### src/rtl/unidade_de_busca_pkg.sv
// Shared definitions for the fetch/step sequencer and the control logic that decodes it.
package unidade_de_busca_pkg;

    localparam int unsigned WORD_WIDTH_DEF = 9;
    localparam int unsigned OPCODE_WIDTH   = 3;
    localparam int unsigned STEP_WIDTH     = 2;

    localparam logic [OPCODE_WIDTH-1:0] OP_ADD    = 3'b000;
    localparam logic [OPCODE_WIDTH-1:0] OP_SUB    = 3'b001;
    localparam logic [OPCODE_WIDTH-1:0] OP_NAN    = 3'b010;
    localparam logic [OPCODE_WIDTH-1:0] OP_ILL_A  = 3'b011;
    localparam logic [OPCODE_WIDTH-1:0] OP_OUT    = 3'b100;
    localparam logic [OPCODE_WIDTH-1:0] OP_LDI    = 3'b101;
    localparam logic [OPCODE_WIDTH-1:0] OP_ILL_B  = 3'b110;
    localparam logic [OPCODE_WIDTH-1:0] OP_REP    = 3'b111;

    localparam logic [STEP_WIDTH-1:0] STEP0 = 2'b00;
    localparam logic [STEP_WIDTH-1:0] STEP1 = 2'b01;
    localparam logic [STEP_WIDTH-1:0] STEP2 = 2'b10;
    localparam logic [STEP_WIDTH-1:0] STEP3 = 2'b11;

    typedef enum logic [1:0] {
        S_IDLE      = 2'b00,
        S_FETCH     = 2'b01,
        S_FETCH_IMM = 2'b10,
        S_STEP      = 2'b11
    } state_t;

    function automatic logic opcode_is_legal(input logic [OPCODE_WIDTH-1:0] op);
        return (op != OP_ILL_A) && (op != OP_ILL_B);
    endfunction

endpackage

### src/rtl/unidade_de_busca_fila_de_instrucoes.sv
// Synchronous FIFO buffering instruction/immediate words; head word is read combinationally.
module fila_de_instrucoes #(
    parameter int unsigned WIDTH = 9,
    parameter int unsigned DEPTH = 4
) (
    input  logic             clock,
    input  logic             reset,
    input  logic             push,
    input  logic             pop,
    input  logic [WIDTH-1:0] wr_data,
    output logic [WIDTH-1:0] rd_data,
    output logic             full,
    output logic             empty
);

    localparam int unsigned AW = (DEPTH > 1) ? $clog2(DEPTH) : 1;
    localparam int unsigned CW = AW + 1;

    logic [WIDTH-1:0] mem [DEPTH];
    logic [AW-1:0]    wr_ptr;
    logic [AW-1:0]    rd_ptr;
    logic [CW-1:0]    count;
    logic             do_push;
    logic             do_pop;

    assign full    = (count == CW'(DEPTH));
    assign empty   = (count == '0);
    assign do_push = push && !full;
    assign do_pop  = pop && !empty;
    assign rd_data = mem[rd_ptr];

    // Pointers wrap naturally because DEPTH is a power of two.
    always_ff @(posedge clock or posedge reset) begin
        if (reset) begin
            wr_ptr <= '0;
            rd_ptr <= '0;
            count  <= '0;
        end else begin
            if (do_push) wr_ptr <= wr_ptr + AW'(1);
            if (do_pop)  rd_ptr <= rd_ptr + AW'(1);
            case ({do_push, do_pop})
                2'b10:   count <= count + CW'(1);
                2'b01:   count <= count - CW'(1);
                default: count <= count;
            endcase
        end
    end

    always_ff @(posedge clock) begin
        if (do_push) mem[wr_ptr] <= wr_data;
    end

endmodule

### src/rtl/unidade_de_busca.sv
// Instruction fetch and step sequencer: buffers words, holds iin/imm, and drives the step counter.
module unidade_de_busca
    import unidade_de_busca_pkg::*;
#(
    parameter int unsigned WORD_WIDTH = WORD_WIDTH_DEF,
    parameter int unsigned FIFO_DEPTH = 4
) (
    input  logic                  clock,
    input  logic                  reset,
    input  logic                  run,
    input  logic [WORD_WIDTH-1:0] in_data,
    input  logic                  in_valid,
    output logic                  in_ready,
    output logic [STEP_WIDTH-1:0] counter,
    output logic [WORD_WIDTH-1:0] iin,
    output logic [WORD_WIDTH-1:0] imm,
    output logic                  done,
    output logic                  busy,
    output logic                  illegal
);

    state_t                  state;
    logic [WORD_WIDTH-1:0]   head;
    logic [OPCODE_WIDTH-1:0] head_op;
    logic                    fifo_full;
    logic                    fifo_empty;
    logic                    pop_c;

    assign head_op  = head[WORD_WIDTH-1 -: OPCODE_WIDTH];
    assign in_ready = !fifo_full;

    fila_de_instrucoes #(
        .WIDTH (WORD_WIDTH),
        .DEPTH (FIFO_DEPTH)
    ) u_fila (
        .clock   (clock),
        .reset   (reset),
        .push    (in_valid),
        .pop     (pop_c),
        .wr_data (in_data),
        .rd_data (head),
        .full    (fifo_full),
        .empty   (fifo_empty)
    );

    // Words leave the FIFO only in FETCH (run high) or FETCH_IMM.
    always_comb begin
        pop_c = 1'b0;
        case (state)
            S_FETCH:     pop_c = run && !fifo_empty;
            S_FETCH_IMM: pop_c = !fifo_empty;
            default:     pop_c = 1'b0;
        endcase
    end

    always_ff @(posedge clock or posedge reset) begin
        if (reset) begin
            state   <= S_IDLE;
            counter <= STEP0;
            iin     <= '0;
            imm     <= '0;
            done    <= 1'b0;
            busy    <= 1'b0;
            illegal <= 1'b0;
        end else begin
            done    <= 1'b0;
            illegal <= 1'b0;
            case (state)
                S_IDLE: begin
                    counter <= STEP0;
                    if (run) state <= S_FETCH;
                end
                S_FETCH: begin
                    counter <= STEP0;
                    if (!run) begin
                        state <= S_IDLE;
                    end else if (!fifo_empty) begin
                        if (!opcode_is_legal(head_op)) begin
                            illegal <= 1'b1;
                        end else begin
                            iin  <= head;
                            busy <= 1'b1;
                            state <= (head_op == OP_LDI) ? S_FETCH_IMM : S_STEP;
                        end
                    end
                end
                S_FETCH_IMM: begin
                    if (!fifo_empty) begin
                        imm   <= head;
                        state <= S_STEP;
                    end
                end
                S_STEP: begin
                    // The done cycle doubles as the next FETCH cycle.
                    if (counter == STEP3) begin
                        counter <= STEP0;
                        done    <= 1'b1;
                        busy    <= 1'b0;
                        state   <= S_FETCH;
                    end else begin
                        counter <= counter + STEP_WIDTH'(1);
                    end
                end
                default: state <= S_IDLE;
            endcase
        end
    end

endmodule
### config.mk
export PLATFORM = sky130hd
export DESIGN_NAME = unidade_de_busca
export DESIGN_NICKNAME = d
export VERILOG_FILES = /design/src/rtl/unidade_de_busca_pkg.sv /design/src/rtl/unidade_de_busca_fila_de_instrucoes.sv /design/src/rtl/unidade_de_busca.sv
export SDC_FILE = /design/constraint.sdc
export NUM_CORES = 1
export LEC_CHECK = 0
export CORE_MARGIN = 2
export CORE_UTILIZATION = 38
export CTS_CLUSTER_DIAMETER = 50
export CTS_CLUSTER_SIZE = 30
export DETAILED_ROUTE_END_ITERATION = 8
export DONT_BUFFER_PORTS = 1
export HOLD_SLACK_MARGIN = 0.03
export PLACE_DENSITY = 0.53
export SKIP_CTS_REPAIR_TIMING = 1
export SYNTH_ARGS = -nofsm -noshare
export SYNTH_HDL_FRONTEND = slang
export SYNTH_HIERARCHICAL = 1
export SYNTH_SLANG_ARGS = --single-unit
### constraint.sdc
create_clock -name clock -period 5 [get_ports clock]
set_clock_uncertainty 0.05 [all_clocks]
set_input_delay 1.5 -clock clock [delete_from_list [all_inputs] [get_ports clock]]
set_output_delay 1.5 -clock clock [all_outputs]
set_load 0.01 [all_outputs]
==> results of run 1 <==
-- registers in the layout (all words and copies together) (netlist names) --
register,count
busy,1
counter,2
done,1
iin,9
illegal,1
imm,9
state,2
u_fila/count,3
u_fila/mem,36
u_fila/rd_ptr,2
u_fila/wr_ptr,2
-- path summary, 6_finish.rpt --
path | to | start | slack [ns] | cells after the start
max | u_fila/count[2] | run | 2.10 | 9
min | u_fila/count[2] | u_fila/count[2] | 0.48 | 1
max reg2reg | iin[0] | u_fila/rd_ptr[0] | 2.25 | 4
min reg2reg | u_fila/count[2] | u_fila/count[2] | 0.48 | 1
max in group asynchronous | imm[1] | reset | 3.10 | 1
min in group asynchronous | u_fila/count[2] | reset | 0.94 | 1
-- cells in the final DEF, fill, tap and decap left out, drive strengths merged --
master and instances:
edfxtp 36, dfrtp 32, mux2 19, inv 14, ha 11, clkbuf 9
mux4 9, and2 7, clkinv 6, xor2 4, nand2 4, a21oi 4
nor3b 4, nand2b 3, o21ai 3, xnor2 3, nor3 2, mux2i 2
nor2b 2, a211oi 1, a211o 1, a22o 1, a21o 1, a31oi 1
clkinvlp 1, o31a 1, nor2 1, fa 1
-- per-stage QoR --
stage          cells  setup slack [ns]  total power (W)  utilization  hold slack, ns
2_1_floorplan    170              1.93          0.00142            -           0.435
3_3_place_gp     266              1.84          0.00151        0.408           0.453
3_5_place_dp     266              1.74          0.00156        0.408           0.462
4_1_cts          282              2.09          0.00194        0.431           0.475
5_1_grt          282              1.97          0.00203        0.431           0.505
6_report         282              2.10          0.00190        0.431           0.476
-- cells by family after synthesis --
| family | after synthesis | share of synthesized area |
|---|---|---|
| xor+xnor | 7 | 0.0214 |
| compound gates | 13 | 0.0336 |
| fa+ha+maj | 12 | 0.0550 |
| mux | 30 | 0.154 |
| buf+inv | 17 | 0.0244 |
| flops | 68 | 0.656 |
| simple gates | 23 | 0.0554 |
-- cell type report --
type                            instances  area, sq um
Fill cell                             682         4150
Sequential cell                        68         1880
Multi-Input combinational cell         85          915
Clock buffer                            9          124
Tap cell                               99          124
Inverter                               14         52.6
Clock inverter                          7         43.8
-- worst reg2reg max path, stage by stage (launching register included) --
cell and delay, ns:
sky130_fd_sc_hd__dfrtp_1 0.75, sky130_fd_sc_hd__mux4_2 0.65, sky130_fd_sc_hd__xor2_1 0.22, sky130_fd_sc_hd__a211oi_4 0.56, sky130_fd_sc_hd__mux2_2 0.41
-- per-layer routing --
metal	share of wire	up-vias	track usage
met5	0	-	0
met3	0.076	2	0.0551
met4	0.0041	0	0.0417
met2	0.52	42	0.203
met1	0.40	715	0.136
li1	-	627	-
-- where the power goes --
part,switching [W],leakage [nW],total [W],internal [W]
logic,0.000272,0.426,0.000576,0.000304
clock network,0.000195,0.0864,0.000372,0.000177
registers,0.000180,0.715,0.000956,0.000776
total,0.000647,1.23,0.00190,0.00126
==> metrics.log, run 1 <==
[metrics] sequential area share after synthesis: 0.656
[metrics] worst slew margin relative to its limit: 0.372
[metrics] proportion of layout cells with a drive suffix above 1: 0.284
[metrics] maximum buffer depth of the clock tree: 2
[metrics] width of the die: 90.9 um
[metrics] post-DR vias/cell: 4.91
[metrics] effective utilization at floorplan: 0.393
[metrics] kind of start point of the critical path: primary input
[metrics] final cell area excluding filler cells: 0.00314 sq mm
[metrics] CP Data Arrival Time: 3.11 ns
[metrics] clock latency reported for the late side of the worst-skew pair: 0.33 ns
[metrics] P per Cell Area: 606 mW/mm^2
[metrics] unrepaired setup endpoints after global routing: no
[metrics] final setup violation count: 0
[metrics] depth of the CTS H-tree: 3
[metrics] ANT nets after route: 0
[metrics] cell occurring most often along the worst timing path: sky130_fd_sc_hd__xor2_1
[metrics] number of global-route vias before repair: 1518
[metrics] Overflow after GRT: 0
[metrics] flip-flop cell with the highest count after synthesis: sky130_fd_sc_hd__edfxtp_1
[metrics] Detailed Routing Iterations Pass 1: 4
[metrics] Area Overhead vs Synth: 9.56%
[metrics] die boundary height: 90.9 um
[metrics] master cell of the clock root buffer: sky130_fd_sc_hd__clkbuf_8
[metrics] class of the most critical hold timing path: reg2reg
[metrics] number of enable flip-flop cells after synthesis: 36
[metrics] sum of net half-perimeters after detailed placement: 3390 um
[metrics] initial antenna violation count: 0
[metrics] Setup TNS: 0 ns
[metrics] I/O pins: 37
[metrics] clock period minus worst slack: 2.90 ns
[metrics] worst setup path category: in2reg
[metrics] Routed Wire Length: 4660 um
[metrics] actual slew at the worst max-slew pin: 0.941 ns
[metrics] global-route wire length before repair: 7580 um
[metrics] Ant. Diodes: 0
[metrics] cell chain of the critical path: a21oi_1 -> nor3b_1 -> o31a_2 -> ha_1 -> inv_1 -> fa_1 -> xor2_1 -> nor2_1 -> xor2_1
[metrics] result of the run: complete, no violations
[metrics] final period utilization: 0.581
[metrics] critical-path cell with the highest stage delay: sky130_fd_sc_hd__fa_1
[metrics] die area: 0.00825 sq mm
[metrics] post-synth design cell area: 0.00287 sq mm
[metrics] CP peak stage delay: 0.37 ns
[metrics] synthesis warning total: 6
[metrics] via count of the routed design: 1386
[metrics] count of clock tree sinks: 68
[metrics] Fmax: 344 MHz
[metrics] cell family contributing the most delay on the critical path: adder cells
[metrics] area post-placement: 0.00297 sq mm
[metrics] CP max FO: 5
[metrics] global router's overall resource usage: 0.121
[metrics] Post-Synthesis Cells: 170
[metrics] kind of end point of the critical path: flip-flop
[metrics] nets@finish: 203
[metrics] Static Leakage: 1.23 nW
[metrics] Yosys top cell by area: sky130_fd_sc_hd__edfxtp_1
[metrics] synthesized netlist net count: 195
[metrics] Final Max Tran Viols: 0
[metrics] most common cell in the netlist: sky130_fd_sc_hd__edfxtp_1
[metrics] post-synthesis cell type count: 31
[metrics] fraction of registers with async set/reset: 0.471
[metrics] Fin. Hold Viols: 0
[metrics] clock transition at the register clock pins on the worst setup and hold paths after CTS: 0.07 ns
[metrics] row count: 31
[metrics] post-synthesis area per instance: 16.9 sq um
[metrics] proportion of netlist area held by the largest area contributor: 0.377
[metrics] number of remaining DRC errors: 0
[metrics] most frequent cells after synthesis: sky130_fd_sc_hd__edfxtp_1 (36), sky130_fd_sc_hd__dfrtp_1 (32), sky130_fd_sc_hd__mux2_2 (18)
[metrics] placeable core area: 0.00729 sq mm
[metrics] most area-consuming cells after synthesis: sky130_fd_sc_hd__edfxtp_1 (38%), sky130_fd_sc_hd__dfrtp_1 (28%), sky130_fd_sc_hd__mux2_2 (7.1%)
[metrics] critical path buffer and inverter count: 1
[metrics] post-detailed-route wirelength per cell: 16.5 um
[metrics] Yosys reg bits: 68
[metrics] number of buffers inserted during clock tree synthesis: 9
[metrics] DRC marker count from the first detailed-route iteration: 25
[metrics] TritonCTS clock tree: done
[metrics] number of buffer cells added on primary ports: 0
[metrics] VDD IR max: 159 uV
[metrics] maximum number of pins on one net before global-route repair: 26
[metrics] max-cap violations: 0
[metrics] routability congestion estimate: 0.847
[metrics] critical path required time: 5.20 ns
Power figures use the tool's default switching activity.
==> run 2, diff against run 1 <==
Clock period 5 ns to 2.85 ns, I/O delays scaled along.
==> metrics.log, run 2 (synthesized netlist as in run 1, its figures left out) <==
[metrics] number of remaining DRC errors: 0
[metrics] number of inserted filler cells in the final layout: 676
[metrics] Ant. Diodes: 0
[metrics] count of clock tree sinks: 68
[metrics] critical-path cell with the highest stage delay: sky130_fd_sc_hd__dfrtp_1
[metrics] kind of end point of the critical path: flip-flop
[metrics] DRC marker count from the first detailed-route iteration: 20
[metrics] Fmax: 374 MHz
[metrics] Post-Route Utilization: 0.441
[metrics] Overflow after GRT: 0
[metrics] nets@finish: 206
[metrics] TritonCTS clock tree: done
[metrics] post-DR vias/cell: 4.89
[metrics] I/O pins: 37
[metrics] clock period minus worst slack: 2.67 ns
[metrics] via count of the routed design: 1393
[metrics] die area: 0.00825 sq mm
[metrics] critical path required time: 3.05 ns
[metrics] Final Total Pwr: 0.00360 W
[metrics] number of global-route vias before repair: 1545
[metrics] P per Cell Area: 1120 mW/mm^2
[metrics] most common cell after layout, fill and taps aside: sky130_fd_sc_hd__edfxtp_1
[metrics] Setup TNS: 0 ns
[metrics] cell family contributing the most delay on the critical path: adder cells
[metrics] clock latency reported for the late side of the worst-skew pair: 0.33 ns
[metrics] length in cells of the worst reg-to-reg path: 11
[metrics] max-cap violations: 0
[metrics] minimum hold slack: 0.283 ns
[metrics] Crit path depth: 11
[metrics] CP peak stage delay: 0.45 ns
[metrics] Static Leakage: 1.27 nW
[metrics] actual slew at the worst max-slew pin: 0.928 ns
[metrics] Fin. Hold Viols: 0
[metrics] cell chain of the critical path: inv_1 -> ha_1 -> a21oi_1 -> nor3b_1 -> o31a_2 -> ha_1 -> inv_1 -> fa_1 -> xor2_1 -> nor2_1 -> xor2_1
[metrics] placeable core area: 0.00729 sq mm
[metrics] critical path capture point: u_fila/count[2]
[metrics] Final Max Tran Viols: 0
[metrics] largest registers ranked by flip-flop count: u_fila/mem: 36 flops, iin: 9 flops, imm: 9 flops
[metrics] commonest cells after routing, fill and taps aside: sky130_fd_sc_hd__edfxtp_1 (36), sky130_fd_sc_hd__dfrtp_1 (32), sky130_fd_sc_hd__mux2_2 (18)
[metrics] CP max FO: 5
[metrics] number of flip-flops under the largest register name: 36
[metrics] CP Data Arrival Time: 2.88 ns
[metrics] Routed Wire Length: 4710 um
[metrics] row count: 31
[metrics] die boundary height: 90.9 um
[metrics] global router's overall resource usage: 0.126
[metrics] unrepaired setup endpoints after global routing: no
[metrics] worst reg2reg endpoint: u_fila/count[2]
[metrics] clock transition at the register clock pins on the worst setup and hold paths after CTS: 0.08 ns
[metrics] depth of the CTS H-tree: 3
[metrics] number of buffer cells added on primary ports: 0
[metrics] post-detailed-route wirelength per cell: 16.5 um
[metrics] critical path buffer and inverter count: 2
[metrics] worst slew margin relative to its limit: 0.381
[metrics] initial antenna violation count: 0
[metrics] setup slack on the worst flop-to-flop path: 0.18 ns
[metrics] final setup violation count: 0
[metrics] largest register by flop count: u_fila/mem
[metrics] proportion of layout cells with a drive suffix above 1: 0.301
[metrics] worst setup path category: reg2reg
[metrics] result of the run: complete, no violations
[metrics] worst setup path start: state[1]
[metrics] maximum number of pins on one net before global-route repair: 26
[metrics] ANT nets after route: 0
[metrics] routability congestion estimate: 0.822
[metrics] kind of start point of the critical path: flip-flop
[metrics] sum of net half-perimeters after detailed placement: 3460 um
[metrics] master cell of the clock root buffer: sky130_fd_sc_hd__clkbuf_8
[metrics] Detailed Routing Iterations Pass 1: 4
[metrics] Area Overhead vs Synth: 12.3%
[metrics] class of the most critical hold timing path: in2async
[metrics] number of buffers inserted during clock tree synthesis: 9
[metrics] maximum buffer depth of the clock tree: 2
[metrics] final period utilization: 0.938
[metrics] global-route wire length before repair: 7870 um
[metrics] effective utilization at floorplan: 0.393
[metrics] width of the die: 90.9 um
[metrics] reg-to-reg startpoint: state[1]
[metrics] VDD IR max: 327 uV
==> run 2: how the worst min path moves through the flow <==
| stage | slack (ns) | endpoint |
|---|---|---|
| detailed placement | 0.51 | u_fila/count[2] |
| CTS | 0.28 | u_fila/rd_ptr[0] |
| floorplan | 0.44 | u_fila/count[2] |
| finish | 0.28 | u_fila/rd_ptr[0] |
| global route | 0.29 | u_fila/rd_ptr[0] |
| global placement | 0.45 | u_fila/count[2] |
==> run 2: final cells by class <==
class	instances	area, sq um	area share
multi-input combinational	85	915	0.284
tap	99	124	0.0385
timing repair buffer	3	22.5	0.00700
clock inverter	7	98.8	0.0307
clock buffer	9	124	0.0385
inverter	14	52.6	0.0163
sequential	68	1880	0.585
==> run 2: power breakdown <==
part	total [W]	switching (W)	internal, W
Clock	0.000868	0.000370	0.000498
Sequential	0.00165	0.000291	0.00136
Combinational	0.00108	0.000524	0.000559
Total	0.00360	0.00118	0.00242
==> run 2: through the flow <==
stage / instances / area (sq um) / setup slack [ns]
final: 285 / 3220 / 0.177
after global routing: 285 / 3220 / 0.00697
after CTS: 285 / 3220 / 0.194
after detailed placement: 269 / 3000 / 0.120
after global placement: 269 / 3000 / 0.342
after floorplan: 170 / 2870 / 0.421
==> run 2: metal layers <==
layer,track usage,part of all wire,vias to the layer above
met5,0,0,-
met4,0.0606,0.014,0
met3,0.0467,0.060,7
met2,0.205,0.50,33
met1,0.150,0.43,718
li1,-,-,635
